## src/rtl/rd_addsub_pipe.sv

```systemverilog
// rd_addsub_pipe: pipelined add/subtract with a log-depth parallel-prefix carry network
module rd_addsub_pipe #(
    parameter int WIDTH = 64
) (
    input  logic             clk,
    input  logic             reset,
    input  logic             in_valid,
    output logic             in_ready,
    input  logic [WIDTH-1:0] a,
    input  logic [WIDTH-1:0] b,
    input  logic             cin,
    input  logic             mode,
    output logic             out_valid,
    input  logic             out_ready,
    output logic [WIDTH-1:0] sum,
    output logic             cout,
    output logic             ovf,
    output logic             zero
);
    localparam int LOG = $clog2(WIDTH);

    // Extended index 0 holds the effective carry-in; index i+1 holds operand bit i.
    // A bit with g=0,p=0 is a kill.
    logic [WIDTH:0]   gs [0:LOG];
    logic [WIDTH:0]   ps [0:LOG];
    logic [WIDTH:0]   gn [0:LOG-1];
    logic [WIDTH:0]   pn [0:LOG-1];
    logic [WIDTH-1:0] hs [0:LOG];
    logic [LOG:0]     vs, am, bm;
    logic [WIDTH-1:0] bx, s_n;
    logic             ci, advance, cout_n, ovf_n;

    assign advance  = out_ready | ~out_valid;
    assign in_ready = advance;
    assign bx       = mode ? ~b : b;
    assign ci       = mode ? 1'b1 : cin;

    // Recursive doubling: level k merges each group with the one 2^k positions below it.
    always_comb begin
        for (int k = 0; k < LOG; k++) begin
            gn[k] = gs[k] | (ps[k] & (gs[k] << (1 << k)));
            pn[k] = ps[k] & ((ps[k] << (1 << k)) | ~({(WIDTH+1){1'b1}} << (1 << k)));
        end
    end

    // Final stage: resolved carry into each bit lives at the same extended index.
    always_comb begin
        s_n    = hs[LOG] ^ gs[LOG][WIDTH-1:0];
        cout_n = gs[LOG][WIDTH] | (ps[LOG][WIDTH] & gs[LOG][0]);
        ovf_n  = (am[LOG] == bm[LOG]) & (s_n[WIDTH-1] != am[LOG]);
    end

    // Whole pipeline shifts together on advance and freezes otherwise.
    always_ff @(posedge clk or negedge reset) begin
        if (!reset) begin
            vs        <= '0;
            am        <= '0;
            bm        <= '0;
            for (int k = 0; k <= LOG; k++) begin
                gs[k] <= '0;
                ps[k] <= '0;
                hs[k] <= '0;
            end
            out_valid <= 1'b0;
            sum       <= '0;
            cout      <= 1'b0;
            ovf       <= 1'b0;
            zero      <= 1'b0;
        end else if (advance) begin
            vs        <= {vs[LOG-1:0], in_valid};
            am        <= {am[LOG-1:0], a[WIDTH-1]};
            bm        <= {bm[LOG-1:0], bx[WIDTH-1]};
            gs[0]     <= {a & bx, ci};
            ps[0]     <= {a ^ bx, 1'b0};
            hs[0]     <= a ^ bx;
            for (int k = 0; k < LOG; k++) begin
                gs[k+1] <= gn[k];
                ps[k+1] <= pn[k];
                hs[k+1] <= hs[k];
            end
            out_valid <= vs[LOG];
            sum       <= s_n;
            cout      <= cout_n;
            ovf       <= ovf_n;
            zero      <= (s_n == '0);
        end
    end
endmodule

```

## config.mk

```make
export PLATFORM = sky130hd
export DESIGN_NAME = rd_addsub_pipe
export DESIGN_NICKNAME = d
export VERILOG_FILES = /design/src/rtl/rd_addsub_pipe.sv
export SDC_FILE = /design/constraint.sdc
export NUM_CORES = 2
export LEC_CHECK = 0
export BUFFER_PORTS_ARGS = -buffer_cell sky130_fd_sc_hd__buf_4
export CAP_MARGIN = 0
export CORE_UTILIZATION = 50
export DETAILED_ROUTE_END_ITERATION = 10
export GPL_ROUTABILITY_DRIVEN = 1
export PLACE_DENSITY = 0.76
export SLEW_MARGIN = 20
export SYNTH_ARGS = -nofsm -noshare
export SYNTH_HDL_FRONTEND = slang
export SYNTH_SLANG_ARGS = --single-unit
export TNS_END_PERCENT = 100
```

## constraint.sdc

```tcl
create_clock -name clk -period 3.5 [get_ports clk]
set_input_delay 0.875 -clock clk [delete_from_list [all_inputs] [get_ports clk]]
set_output_delay 0.875 -clock clk [all_outputs]
set_load 0.01 [all_outputs]
```

==> results.ini <==
[routing]
drcViolationCount=0
vias_per_cell=5.391
vias=37450
finalWirelength_um=127700
ant_nets=0
avgRoutedWirePerCell_um=18.38
drt-initial-drc-count=3985
drtPass1Iterations=6

[clock_tree]
htreeDepth=3
numCtsBuffers=119
clock_sinks=1256
postCtsSetupBuffers=0
clkTransAtPathRegs_ps=60
clk_root_buffer_cell=clkbuf_16
hold_buffers=0
clk_latency_ps=710
cts_tree=built
post_cts_resized=0
clockBufferDepth=3

[grt]
grt.overflow.total=0
antenna_found_initial=1
grt_pass1_wl_um=203400
grt_max_degree=242
grt_use_total_pct=25.18
grt_pass1_vias=36160

[cells_and_area]
drive_gt1_share_pct=7.931
syn_to_final_growth_pct=12.01
fin_nets=5759
final_area_um2=56640
antennaDiodeCount=0
finish.utilization_pct=56.56

[yosys]
ys_ff_latch=1256
ys_warn_count=0
synth.most_common_cell=nand2_1
synth_edf_count=0
avgSynthCellArea_um2=9.256
netlist_top_cells_count=nand2_1 (2646), dfrtp_1 (1256), a21oi_1 (391), o21ai_0 (328), nand3_1 (267)
yosysTopAreaCell=dfrtp_1
synth.distinct_cells=23
synth_top_area_share_pct=62.16
synthTopCellsByArea=dfrtp_1 (62%), nand2_1 (20%), a21oi_1 (3.9%)
synth-async-reset-ratio_pct=100.0
syn_area_um2=50570
ys_seq_area_share_pct=62.16
syn_inst=5463
synth.net_count=5661
synth-main-ff-cell=dfrtp_1

[power]
p_per_area_nw_per_um2=876.4
p_sw_w=0.01804
pwr-share-seq_pct=50.5
cell_internal_pwr_w=0.03160
pwr-share-clk_pct=26.1
ir_drop_mv=0.5392
sw_frac_of_total_pct=36.34
pwr-share-comb_pct=23.5
leakagePower_nw=28.91

[timing]
setup-tns-final_ps=0
worstMarginPinSlew_ps=1102
timing.fmax_ghz=0.3391
hold_violations=0
fin_crit_sh_pct=84.25
grt_setup_unrepaired=no
fin_crit_ps=2949
clock_skew_ps=42.17
drv_slew=0
setup_viol=0
slew_headroom_pct=26.50

[job]
drv_cap=0

[floorplanning]
num_io_pins=203
die-area_um2=102400
core-area_um2=100100
num_rows=116
initial_utilization_pct=50.49
die_x_um=320.0
chipHeight_um=320.0

[setup_path]
max_stage_delay_ps=510
cp.arrival_ps=2070
path_max_fanout=54
critical_path_required_ps=2620
slowest_stage=nor2b_4
r2r_cells=5
critPathCaptureType=primary output
worstPathCellList=nor2b_4, inv_8, buf_4
start_kind=flip-flop
crit_cells=3
crit_family=simple AND/OR/NAND/NOR gates
crit_type=flip-flop to primary output
crit_buf_inv=2

[place]
dp_hpwl_um=89150
place_congestion=0.9084
portBuffers=202
place_area_um2=52670

[worst_hold_path]
hp-class=primary input to asynchronous set/reset pin

[outcome]
outcome=finished clean

[stage by stage]
step | cells | worst slack, ps | power (W) | hold WS, ps
final | 6947 | 551.1 | 0.04964 | 123.7
after global routing | 6947 | 441.9 | 0.05254 | 132.3
after CTS | 6947 | 472.8 | 0.04978 | 109.7
after detailed placement | 6738 | 604.1 | 0.03677 | 454.4
after global placement | 6738 | 683.6 | 0.03617 | 448.5
after floorplan | 5463 | 986.0 | 0.03148 | 430.0
[sequential cells by signal, indices dropped and copies added, names as in the netlist]
signal / count
am: 7
bm: 7
cout: 1
gs: 455
hs: 448
out_valid: 1
ovf: 1
ps: 264
sum: 64
vs: 7
zero: 1
[cell type report]
class,instances,area (µm²)
clock inverter,27,359.1
clock buffer,182,3607
fill,8602,43510
sequential,1256,31430
tap,1298,1624
timing repair buffer,263,2387
inverter,1,11.26
multi-input combinational,3920,17220
[worst paths after layout]
path                       startpoint        to  slack (ps)
min in group clk             in_valid     vs[0]         410
max reg2reg                 out_valid   hs[152]        1060
max                         out_valid  in_ready         550
min reg2reg                   hs[289]   hs[225]         460
min                             reset   hs[162]         120
max in group asynchronous       reset    gs[52]        2180
[kinds of logic after synthesis]
group	synth area share (%)
AOI/OAI and AO/OA	7.149
DFF	62.16
adders and majority gates	1.584
buffers and inverters	3.788
and+or+nand+nor	23.11
xor gates and xnor gates	2.217
[per-layer routing]
| layer | part of all wire [%] | wire (µm) | track usage, % | vias up |
|---|---|---|---|---|
| met4 | 2.7 | 3441 | 7.581 | 2 |
| met2 | 47 | 59380 | 38.69 | 1267 |
| met5 | 0.0086 | 11 | 0 | - |
| met3 | 6.9 | 8755 | 3.774 | 200 |
| li1 | - | - | - | 17710 |
| met1 | 44 | 56080 | 37.10 | 18270 |
[placed cells by master, fill, tap and decap left out, types with 35 or more instances in the layout]
| cell | Yosys | layout |
|---|---|---|
| nand3_1 | 267 | 267 |
| nand2_1 | 2646 | 2646 |
| nor2_1 | 71 | 71 |
| o21ai_0 | 328 | 328 |
| dfrtp_1 | 1256 | 1256 |
| a21oi_1 | 391 | 391 |
| xnor2_1 | 63 | 63 |
| xor2_1 | 65 | 65 |
| clkbuf_16 | 0 | 121 |
| buf_4 | 34 | 230 |
| clkbuf_8 | 0 | 35 |
| ha_1 | 64 | 64 |
[power by group through the flow]
| stage | sequential (W) | clock (W) | combinational, W |
|---|---|---|---|
| 2_1_floorplan | 0.0231 | 0 | 0.00837 |
| 3_3_place_gp | 0.0250 | 0 | 0.0112 |
| 3_5_place_dp | 0.0252 | 0 | 0.0116 |
| 4_1_cts | 0.0249 | 0.0131 | 0.0117 |
| 5_1_grt | 0.0256 | 0.0137 | 0.0132 |
| 6_report | 0.0250 | 0.0129 | 0.0117 |
(Power assumes the default switching activity.)
